===== config.mk =====
export PLATFORM = sky130hd
export DESIGN_NAME = ssd_scan_driver
export DESIGN_NICKNAME = d
export VERILOG_FILES = /design/src/rtl/ssd_pkg.sv /design/src/rtl/bin2bcd_seq.sv /design/src/rtl/ssd_scan_driver.sv
export SDC_FILE = /design/constraint.sdc
export NUM_CORES = 1
export LEC_CHECK = 0
export BUFFER_PORTS_ARGS = -buffer_cell sky130_fd_sc_hd__buf_2
export CAP_MARGIN = 20
export CORE_MARGIN = 2
export CORE_UTILIZATION = 41
export DETAILED_ROUTE_END_ITERATION = 10
export PLACE_DENSITY = 0.62
export SETUP_SLACK_MARGIN = 0.2
export SLEW_MARGIN = 40
export SYNTH_ARGS = -nofsm -noshare
export SYNTH_HDL_FRONTEND = slang
export SYNTH_SLANG_ARGS = --single-unit

===== constraint.sdc =====
create_clock -name ClkPort -period 3.1 [get_ports ClkPort]
set_clock_uncertainty 0.2 [all_clocks]
set_input_delay 0.155 -clock ClkPort [delete_from_list [all_inputs] [get_ports ClkPort]]
set_output_delay 0.155 -clock ClkPort [all_outputs]
set_load 0.05 [all_outputs]

===== src/rtl/ssd_pkg.sv =====
// Shared definitions for the seven-segment scan driver: segment codes,
// conversion FSM encoding and the nibble-to-segment decoder.
package ssd_pkg;

  // Segment bit order is {a,b,c,d,e,f,g}; a 0 lights the segment.
  localparam logic [6:0] SEG_0     = 7'h01;
  localparam logic [6:0] SEG_1     = 7'h4F;
  localparam logic [6:0] SEG_2     = 7'h12;
  localparam logic [6:0] SEG_3     = 7'h06;
  localparam logic [6:0] SEG_4     = 7'h4C;
  localparam logic [6:0] SEG_5     = 7'h24;
  localparam logic [6:0] SEG_6     = 7'h20;
  localparam logic [6:0] SEG_7     = 7'h0F;
  localparam logic [6:0] SEG_8     = 7'h00;
  localparam logic [6:0] SEG_9     = 7'h04;
  localparam logic [6:0] SEG_BLANK = 7'h7F;
  localparam logic [6:0] SEG_DASH  = 7'h7E;

  typedef enum logic [1:0] {
    ST_IDLE   = 2'd0,
    ST_SHIFT  = 2'd1,
    ST_COMMIT = 2'd2
  } conv_state_e;

  function automatic logic [6:0] seg_decode(input logic [3:0] nib);
    logic [6:0] seg_s;
    case (nib)
      4'd0:    seg_s = SEG_0;
      4'd1:    seg_s = SEG_1;
      4'd2:    seg_s = SEG_2;
      4'd3:    seg_s = SEG_3;
      4'd4:    seg_s = SEG_4;
      4'd5:    seg_s = SEG_5;
      4'd6:    seg_s = SEG_6;
      4'd7:    seg_s = SEG_7;
      4'd8:    seg_s = SEG_8;
      4'd9:    seg_s = SEG_9;
      default: seg_s = SEG_BLANK;
    endcase
    return seg_s;
  endfunction

endpackage


===== src/rtl/bin2bcd_seq.sv =====
// Sequential double-dabble converter: one bit per clock, committed result
// and sticky overflow held until the next accepted load.
module bin2bcd_seq
  import ssd_pkg::*;
#(
  parameter int VALUE_W = 16,
  parameter int DIGITS  = 4
) (
  input  logic                  ClkPort,
  input  logic                  Reset,
  input  logic [VALUE_W-1:0]    value,
  input  logic                  load,
  output logic                  busy,
  output logic [4*DIGITS-1:0]   bcd,
  output logic                  ovf
);

  localparam int BCD_W = 4 * DIGITS;
  localparam int CNT_W = $clog2(VALUE_W + 1);
  localparam logic [CNT_W-1:0] LAST_CNT = CNT_W'(VALUE_W - 1);

  conv_state_e        state_r, state_s;
  logic [VALUE_W-1:0] bin_r;
  logic [BCD_W-1:0]   work_r, adj_s, disp_r;
  logic [CNT_W-1:0]   cnt_r;
  logic               sticky_r, ovf_r, busy_r;

  // Next-state selection for the conversion FSM
  always_comb begin
    state_s = state_r;
    case (state_r)
      ST_IDLE:   if (load) state_s = ST_SHIFT; else state_s = ST_IDLE;
      ST_SHIFT:  if (cnt_r == LAST_CNT) state_s = ST_COMMIT; else state_s = ST_SHIFT;
      ST_COMMIT: state_s = ST_IDLE;
      default:   state_s = ST_IDLE;
    endcase
  end

  // Add-3 correction of every nibble that would exceed 9 after doubling
  always_comb begin
    adj_s = work_r;
    for (int i = 0; i < DIGITS; i++) begin
      if (work_r[4*i +: 4] >= 4'd5) adj_s[4*i +: 4] = work_r[4*i +: 4] + 4'd3;
      else adj_s[4*i +: 4] = work_r[4*i +: 4];
    end
  end

  // FSM state register
  always_ff @(posedge ClkPort or posedge Reset) begin
    if (Reset) state_r <= ST_IDLE;
    else       state_r <= state_s;
  end

  // Shift datapath, overflow tracking and committed result
  always_ff @(posedge ClkPort or posedge Reset) begin
    if (Reset) begin
      bin_r    <= '0;
      work_r   <= '0;
      disp_r   <= '0;
      cnt_r    <= '0;
      sticky_r <= 1'b0;
      ovf_r    <= 1'b0;
      busy_r   <= 1'b0;
    end else begin
      case (state_r)
        ST_IDLE: begin
          if (load) begin
            bin_r    <= value;
            work_r   <= '0;
            cnt_r    <= '0;
            sticky_r <= 1'b0;
            busy_r   <= 1'b1;
          end else begin
            busy_r   <= 1'b0;
          end
        end
        ST_SHIFT: begin
          // A 1 leaving the top nibble means the value needs more digits
          work_r   <= {adj_s[BCD_W-2:0], bin_r[VALUE_W-1]};
          bin_r    <= bin_r << 1;
          sticky_r <= sticky_r | adj_s[BCD_W-1];
          cnt_r    <= cnt_r + CNT_W'(1);
        end
        ST_COMMIT: begin
          disp_r <= work_r;
          ovf_r  <= sticky_r;
          busy_r <= 1'b0;
        end
        default: busy_r <= 1'b0;
      endcase
    end
  end

  assign busy = busy_r;
  assign bcd  = disp_r;
  assign ovf  = ovf_r;

endmodule


===== src/rtl/ssd_scan_driver.sv =====
// Multi-digit seven-segment scan driver with binary-to-BCD front end.
// Optional leading-zero blanking is enabled by defining SSD_LZ_BLANK_EN.
module ssd_scan_driver
  import ssd_pkg::*;
#(
  parameter int DIGITS    = 4,
  parameter int VALUE_W   = 16,
  parameter int REFRESH_W = 17
) (
  input  logic                ClkPort,
  input  logic                Reset,
  input  logic [VALUE_W-1:0]  value,
  input  logic                load,
  output logic                busy,
  output logic                ovf,
  output logic [DIGITS-1:0]   anode,
  output logic [6:0]          seg,
  output logic                dp
);

  localparam int IDX_W = (DIGITS > 1) ? $clog2(DIGITS) : 1;
  localparam logic [IDX_W-1:0] LAST_IDX = IDX_W'(DIGITS - 1);

  logic [REFRESH_W-1:0] refresh_r;
  logic [IDX_W-1:0]     idx_r;
  logic [4*DIGITS-1:0]  disp_bcd_s;
  logic                 ovf_s;
  logic                 blank_s;
  logic [3:0]           nib_s;
  logic [6:0]           seg_s, seg_r;
  logic [DIGITS-1:0]    anode_s, anode_r;

  bin2bcd_seq #(
    .VALUE_W (VALUE_W),
    .DIGITS  (DIGITS)
  ) u_conv (
    .ClkPort (ClkPort),
    .Reset   (Reset),
    .value   (value),
    .load    (load),
    .busy    (busy),
    .bcd     (disp_bcd_s),
    .ovf     (ovf_s)
  );

  // Free-running refresh counter; the digit index steps on its wrap
  always_ff @(posedge ClkPort or posedge Reset) begin
    if (Reset) begin
      refresh_r <= '0;
      idx_r     <= '0;
    end else begin
      refresh_r <= refresh_r + REFRESH_W'(1);
      if (&refresh_r) begin
        if (idx_r == LAST_IDX) idx_r <= '0;
        else                   idx_r <= idx_r + IDX_W'(1);
      end else begin
        idx_r <= idx_r;
      end
    end
  end

`ifdef SSD_LZ_BLANK_EN
  logic [DIGITS:0] lz_s;

  // A digit is a leading zero when it and every higher nibble are zero
  always_comb begin
    lz_s         = '0;
    lz_s[DIGITS] = 1'b1;
    for (int i = DIGITS - 1; i >= 0; i--) begin
      lz_s[i] = lz_s[i+1] & (disp_bcd_s[4*i +: 4] == 4'd0);
    end
  end

  assign blank_s = (idx_r != '0) && lz_s[idx_r];
`else
  assign blank_s = 1'b0;
`endif

  // Segment and anode pattern for the digit currently being scanned
  always_comb begin
    nib_s = disp_bcd_s[idx_r*4 +: 4];
    if (ovf_s)        seg_s = SEG_DASH;
    else if (blank_s) seg_s = SEG_BLANK;
    else              seg_s = seg_decode(nib_s);
    anode_s = ~(DIGITS'(1) << idx_r);
  end

  // Anode and segment pins update together to avoid ghosting
  always_ff @(posedge ClkPort or posedge Reset) begin
    if (Reset) begin
      anode_r <= '1;
      seg_r   <= SEG_BLANK;
    end else begin
      anode_r <= anode_s;
      seg_r   <= seg_s;
    end
  end

  assign ovf   = ovf_s;
  assign anode = anode_r;
  assign seg   = seg_r;
  assign dp    = 1'b1;

endmodule


; ---- Yosys cells after proc, flatten, opt, wreduce, memory -nomap -nowiden
; Memory sizes are Yosys's and may differ from the RTL's.
; Index checks and enable logic that the tools add are counted.
[word_totals]
output_inout_bits = 14
n_memories = 1
register_bits = 88
rom_bits = 112
wordCells = 56
[op_classes]
muxes = 19
n_bitwise = 2
reduce_logical = 4
n_addsub = 7
order_cmp = 4
shift = 2
n_eq_ne = 5
[memory_table]
columns = name, depth, width, rd, rd_clocked_by_memory_dff, wr, line
row1 = (name not given), 16, 7, 1, 0, 0, ssd_pkg.sv:27  ; case (nib)
[op_table]
columns = op, n
row1 = case mux 16 bit (2 select lines), 2
row2 = 2-to-1 mux 16 bit, 2
row3 = "adder 17 x 1 -> 17 bit, second input constant", 1
row4 = AND reduction 17 bit, 1
row5 = "adder 4 x 2 -> 4 bit, second input constant", 4
row6 = "greater-or-equal comparator 4 x 3 -> 1 bit, second input constant", 4
row7 = 2-to-1 mux 4 bit, 4
row8 = variable part select 16 x 5 -> 4 bit, 1
row9 = case mux 5 bit (2 select lines), 1
row10 = 2-to-1 mux 7 bit, 1
row11 = "adder 5 x 1 -> 5 bit, second input constant", 1
row12 = "== test 5 x 4 -> 1 bit, second input constant", 1
row13 = 2-to-1 mux 5 bit, 1
row14 = "== test 2 bit, second input constant", 2
row15 = 2-to-1 mux 2 bit, 2
row16 = inverter 4 bit, 1
row17 = case mux 1 bit (2 select lines), 2
row18 = case mux 2 bit (2 select lines), 1
row19 = "left shift 1 x 2 -> 4 bit, first input constant", 1
row20 = 2-to-1 mux 1 bit, 3
row21 = "adder 2 x 1 -> 2 bit, second input constant", 1
row22 = "== test 2 x 1 -> 1 bit, second input constant", 1
row23 = logical NOT 2 bit, 1
row24 = "!= test 2 bit, second input constant", 1
row25 = 3 further kinds, 3

; ---- Logic depth before layout (Yosys ltp)
; Gate-level depths: netlist of the first run.
[logic_depth]
depth_word = 4
mapped_depth = 8
ltp_nobuf = 7

; ---- Cells and area by module
; A second synthesis of the first run with hierarchy kept.
[hier_totals]
cells_unflattened = 412
hier_area_um2 = 4342.9
[by_module_without_submodules]
columns = mod, area_per_inst_um2, instances, cells_per_inst
row1 = bin2bcd_seq, 2819.0, 1, 279
row2 = ssd_scan_driver, 1524.0, 1, 133

; ---- Worst setup path after synthesis of the first run
; OpenSTA, ideal clock, no wires.
[synth_path]
path_kind = reg-to-reg
start = reg idx_r[0]
end = reg seg_r[2], in the netlist seg[2]
stages_incl_launch_ff = 9
path_buffers = 1
period_less_slack_ns = 2.160
t_arrival_ns = 1.876
slack_ns = 0.940
cell_sequence = dfrtp_1 buf_6 mux4_1 inv_1 ha_1 inv_1 mux2i_1 mux2i_1 or2_2
[synth_between]
elab_chain_cells = 3
[synth_lines]
columns = item, line
row1 = from (decl), ssd_scan_driver.sv:25  ; logic [IDX_W-1:0] idx_r;
row2 = from (signal assigned), ssd_scan_driver.sv:55  ; else idx_r <= idx_r + IDX_W'(1);
row3 = from (signal assigned), ssd_scan_driver.sv:57  ; idx_r <= idx_r;
row4 = variable part select 16 x 5 -> 4 bit, ssd_scan_driver.sv:81  ; nib_s = disp_bcd_s[idx_r*4 +: 4];
row5 = memory (16 x 7 bit), -
row6 = 2-to-1 mux 7 bit, ssd_scan_driver.sv:82  ; if (ovf_s) seg_s = SEG_DASH;
row7 = named net seg_s[2], ssd_scan_driver.sv:30  ; logic [6:0] seg_s, seg_r;
row8 = to (signal assigned), ssd_scan_driver.sv:95  ; seg_r <= seg_s;
row9 = to (decl), ssd_scan_driver.sv:30
; The timed path passes the listed nets, and every way through them passes these cells.
; A chain may end at the register's enable or synchronous reset.

; ---- Final worst setup path of the first run
; Same ends and word-level chain as after synthesis.

==> results.toml, run 1 <==
[run_status]
status = "finished clean"

[hold_path]
hp-start = "load"
min_to = "u_conv.state_r[0]$_DFF_PP0_"
hold_depth = 3
hp-class = "in2reg"

[setup_path]
rr_worst_depth = 7
critPathLaunchType = "register"
worst_ep_required_time_ps = 3180
endpoint_kind = "register"
path_class = "reg2reg"
r2r_start = "idx_r[0]$_DFFE_PP0P_"
r2r_end = "seg[2]$_DFF_PP1_"
rrSetupSlack_ps = 720
arrival_ps = 2470
crit_path_max_fanout = 7

[yosys]
synth_edf_count = 0
ys_seq_elements = 88
postSynthAreaPerCell_um2 = 10.6
synth_top_area_share_pct = 45.8
yosys-top-cells-area = "dfrtp_1, dfstp_2, ha_1, o21ai_0, nand2_1"
synth_commonest_cells = "dfrtp_1, o21ai_0, nand2_1"
syn_area_um2 = 4210
yosysTopAreaCell = "dfrtp_1"
synth.most_common_cell = "dfrtp_1"
ys.flop_type = "dfrtp_1"
yosysUniqueCellTypes = 40
ys_seq_area_share_pct = 52.6
syn_nets = 438
synthCells = 396
yosysWarnings = 0
async_flop_share_pct = 100

[global_route]
gr-total-overflow = 0
grt_pass1_vias = 2975
antenna_found_initial = 0
grt.total_usage_pct = 15.7
grt_pass1_wl_um = 14000
grt_max_degree = 48

[cts]
h-tree-depth = 3
cts.sinks = 88
cts_setup_buffers = 0
clock_path_buffers = 2
cts-resized-gates = 0
cts_tree = "built"
clk-insertion-delay-late_ps = 360
cts_root_buffer = "clkbuf_8"
clk_pin_slew_worst_paths_ps = 90
cts_made_buffers = 9

[floorplanning]
rows = 36
die_h_um = 105
io_pins = 33
initial_core_util_pct = 42.7
die_area_um2 = 11100
coreArea_um2 = 9860
fp.dieW_um = 105

[final_layout]
antennaDiodeCount = 0
nets = 485
num-fill-cells = 882
fin_util_pct = 49.7
area_delta_synth_final_pct = 16.5
final_cell_area_um2 = 4900
drive_gt1_share_pct = 17.9

[sta]
period_share_pct = 76.9
finalHoldViolCount = 0
drv_slew = 0
period_minus_slack_ps = 2380
rsz0062_at_grt = "no"
tightest_slew_ps = 701
max_slew_margin_pct = 53.2
setup_violations = 0
tns_ps = 0
max_freq_mhz = 420

[routing]
drtPass1Iterations = 4
final_antenna_net_count = 0
wire_per_inst_um = 13.6
dr_total_vias = 2963
via_per_inst = 5.10
drc = 0
drt-total-wl_um = 7880
drtIter0Drc = 115

[power]
p_leak_nw = 2.25
ir_worst_vdd_mv = 0.312
power.density_nw_per_um2 = 795

[placement]
place.gp.congestion = 0.822
port_buffers = 31
dp_hpwl_um = 5400
placed_area_um2 = 4510

[job]
maxCapViolations = 0
[how the worst max path moves through the flow]
stage	to	slack, ps	start
3_3_place_gp	seg[2]$_DFF_PP1_	850	idx_r[0]$_DFFE_PP0P_
4_1_cts	seg[2]$_DFF_PP1_	720	idx_r[0]$_DFFE_PP0P_
2_1_floorplan	idx_r[0]$_DFFE_PP0P_	480	Reset
3_5_place_dp	seg[2]$_DFF_PP1_	730	idx_r[0]$_DFFE_PP0P_
5_1_grt	seg[2]$_DFF_PP1_	580	idx_r[0]$_DFFE_PP0P_
6_report	seg[2]$_DFF_PP1_	720	idx_r[0]$_DFFE_PP0P_
[per-stage QoR]
stage / power (mW) / hold WS, ps / worst slack (ps) / std cells
global placement: 2.98 / 105 / 848 / 548
floorplan: 2.69 / 125 / 485 / 396
detailed placement: 3.04 / 107 / 731 / 548
global route: 4.22 / 43.6 / 575 / 581
CTS: 3.95 / 12.0 / 719 / 581
finish: 3.90 / 28.6 / 717 / 581
[worst max-delay path, cell delays in order (launching register included)]
cell and delay (ps):
dfrtp_1 530, mux4_1 700, inv_1 170, ha_1 160, inv_1 40, mux2i_1 160, mux2i_1 80, or2_2 270
[report_power, final]
part	switching (mW)	internal (mW)	total (mW)
sequential	0.225	1.46	1.69
combinational	0.782	0.555	1.34
clock	0.400	0.477	0.876
total	1.41	2.49	3.90
[layout make-up]
cell class / count / area, um2 / share of cell area [%]
flip-flops and latches: 88 / 2220 / 45.2
multi-input cells: 265 / 1820 / 37.1
repair buffers: 55 / 390 / 7.96
well taps: 133 / 166 / 3.39
clock buffers: 11 / 141 / 2.88
inverters: 24 / 92.6 / 1.89
clock inverters: 5 / 78.8 / 1.61
[cell families (layout without fill, tap and decap cells)]
family          after synthesis  after routing  share of synthesized area, %
xor+xnor                     21             21                          4.37
mux                          20             20                          6.30
fa+ha+maj                    23             23                          6.83
compound gates               94             94                          12.9
buf+inv                      43             95                          4.28
simple gates                106            106                          12.6
flops                        88             88                          52.6
other cells                   1              1                        0.0890
[routing by layer]
layer | track usage (%) | vias to the layer above | part of all wire (%)
met5 | 0 | - | 0
met3 | 3.53 | 6 | 2.6
met2 | 25.7 | 32 | 50
li1 | - | 1448 | -
met4 | 6.57 | 0 | 1.1
met1 | 20.0 | 1477 | 46
[layout by cell type, fill, tap and decap left out, types with 3 or more instances in the layout]
master / instances
a22o_1: 5
a22oi_1: 5
dfstp_2: 11
nor3_1: 6
xor2_1: 8
buf_4: 6
inv_1: 22
and3_1: 5
clkbuf_8: 10
ha_1: 23
mux4_2: 3
nand2_1: 43
a21oi_1: 18
a31oi_1: 10
xnor2_1: 13
and4_1: 3
mux2_2: 9
dlygate4sd3_1: 17
mux2i_1: 7
nand3_1: 11
nor2_1: 6
buf_2: 31
and2_1: 13
dfrtp_1: 77
nor2b_1: 6
o21ai_0: 46
nand2b_1: 6
[timing repair]
item | in CTS | in global routing
endpoints found under the setup margin | 0 | 0
hold buffers | 17 | 0
endpoints found under the hold margin | 53 | 0
[flip-flops by register name, summed over array words and instances, names as in the netlist, 2 cells and up]
signal,count
refresh_r,17
u_conv.bcd,16
u_conv.bin_r,16
u_conv.work_r,16
seg,7
u_conv.cnt_r,5
anode,4
idx_r,2
u_conv.state_r,2
Power figures use the tool's default switching activity.
==> inputs of run 2 (changes only) <==
- PLACE_DENSITY: 0.62 -> 0.64
- clock period: 3.1 -> 1.95 ns (I/O delays scaled with it)
==> run 2 against run 1 <==
Critical path type unchanged. The run now ends with negative setup slack left. Global-route usage increased by 0.050 points. Highest routed layer unchanged. Die area unchanged. Sequential share of layout area shrank 2.9 points.
==> results.toml, run 2 (same netlist as run 1, synthesis figures left out) <==
[routing]
wl_met1_um = 3710
via_per_inst = 5.02
drtPass1Iterations = 4
wire_per_inst_um = 13.3
wl_met2_um = 3870
dr_total_vias = 3055
dr_wl_met3_um = 289
drc = 0
drtIter0Drc = 84
drt-total-wl_um = 8100
final_antenna_net_count = 0
highest_layer = "met4"

[final_layout]
antennaDiodeCount = 0
final_cell_mix = "dfrtp_1, o21ai_0, nand2_1"
regArea_um2 = 2220
layout_commonest_cell = "dfrtp_1"
largest_reg_flops = 17
drive_gt1_share_pct = 30.0
multiInputGateArea_um2 = 1940
nets = 513
num-fill-cells = 868
regMostFlops = "refresh_r"
area_delta_synth_final_pct = 24.5

[sta]
period_minus_slack_ps = 1960
drv_slew = 0
finalHoldViolCount = 0
max_freq_mhz = 509
max_slew_margin_pct = 58.9
setup_violations = 1
tightest_slew_ps = 615
whs_ps = 145
period_share_pct = 101
tns_ps = -14.3
rsz0062_at_grt = "yes"
setup_ws_ps = -14.3

[setup_path]
crit_path_max_fanout = 5
endpoint_kind = "register"
r2r_start = "idx_r[0]$_DFFE_PP0P_"
worst_ep_required_time_ps = 2050
arrival_ps = 2060
path_class = "reg2reg"
r2r_end = "seg[4]$_DFF_PP1_"
rr_worst_depth = 5
critPathLaunchType = "register"
rrSetupSlack_ps = -10

[power]
p_leak_nw = 2.37
ir_worst_vdd_mv = 0.513
power.density_nw_per_um2 = 1220

[cts]
cts_tree = "built"
clk_pin_slew_worst_paths_ps = 90
cts_made_buffers = 9
cts_root_buffer = "clkbuf_8"
clk-insertion-delay-late_ps = 370
clock_path_buffers = 2
cts.sinks = 88
h-tree-depth = 3

[run_status]
violations = "negative setup slack"
status = "complete, but fails checks"

[floorplanning]
coreArea_um2 = 9860
fp.dieW_um = 105
io_pins = 33
initial_core_util_pct = 42.7
die_area_um2 = 11100
die_h_um = 105
rows = 36

[global_route]
grt.total_usage_pct = 15.7
grt_max_degree = 36
antenna_found_initial = 0
grt_pass1_wl_um = 14000
grt_pass1_vias = 2986
gr-total-overflow = 0

[placement]
port_buffers = 31
dp_hpwl_um = 5360
pre_cts_ws_ps = -45.5
place.gp.congestion = 0.859

[hold_path]
hp-class = "in2async"

[job]
maxCapViolations = 0
run 2: area by class of cell:
type	count	area share, %
inverters	24	1.84
well taps	133	3.17
repair buffers	83	11.8
clock buffers	11	2.89
multi-input cells	265	36.9
clock inverters	5	1.05
flip-flops and latches	88	42.3
run 2: worst max path at each step:
stage	from	end	slack, ps	cells past startpoint
after floorplan	idx_r[0]$_DFFE_PP0P_	seg[2]$_DFF_PP1_	-60	8
final	idx_r[0]$_DFFE_PP0P_	seg[4]$_DFF_PP1_	-10	5
after global routing	idx_r[0]$_DFFE_PP0P_	seg[2]$_DFF_PP1_	-90	7
after CTS	idx_r[0]$_DFFE_PP0P_	seg[2]$_DFF_PP1_	-7	7
after global placement	idx_r[0]$_DFFE_PP0P_	seg[6]$_DFF_PP1_	0.2	4
after detailed placement	idx_r[0]$_DFFE_PP0P_	seg[2]$_DFF_PP1_	-50	7
run 2: per-stage QoR:
| step | area, um2 | instances | util, % | power, mW |
|---|---|---|---|---|
| 6_report | 5240 | 609 | 53.1 | 6.39 |
| 5_1_grt | 5240 | 609 | 53.1 | 6.91 |
| 4_1_cts | 5100 | 603 | 51.7 | 6.27 |
| 3_5_place_dp | 4630 | 562 | 47.0 | 4.89 |
| 3_3_place_gp | 4630 | 562 | 47.0 | 4.82 |
| 2_1_floorplan | 4220 | 396 | - | 4.29 |
run 2: metal layers:
| metal | GRT usage, % | vias to the layer above |
|---|---|---|
| li1 | - | 1506 |
| met1 | 20.5 | 1475 |
| met2 | 25.0 | 51 |
| met3 | 3.53 | 23 |
| met4 | 7.14 | 0 |
| met5 | 0 | - |
run 2: where the power goes:
part | leakage [nW] | switching, mW | total [mW] | internal (mW)
sequential | 1.10 | 0.393 | 2.72 | 2.33
combinational | 1.17 | 1.30 | 2.37 | 1.07
clock | 0.103 | 0.643 | 1.30 | 0.658
run 2: timing repair:
item	in CTS	in global routing
pin swaps	3	12
gates resized for setup	8	32
setup buffers	7	6
endpoints found under the setup margin	11	34
hold buffers	18	0
endpoints found under the hold margin	41	0
run 2: critical path, cell delays in order (launching register included):
cell and delay, ps:
dfrtp_2 420, mux4_2 580, buf_4 180, ha_1 180, a21o_1 170, a21o_1 170
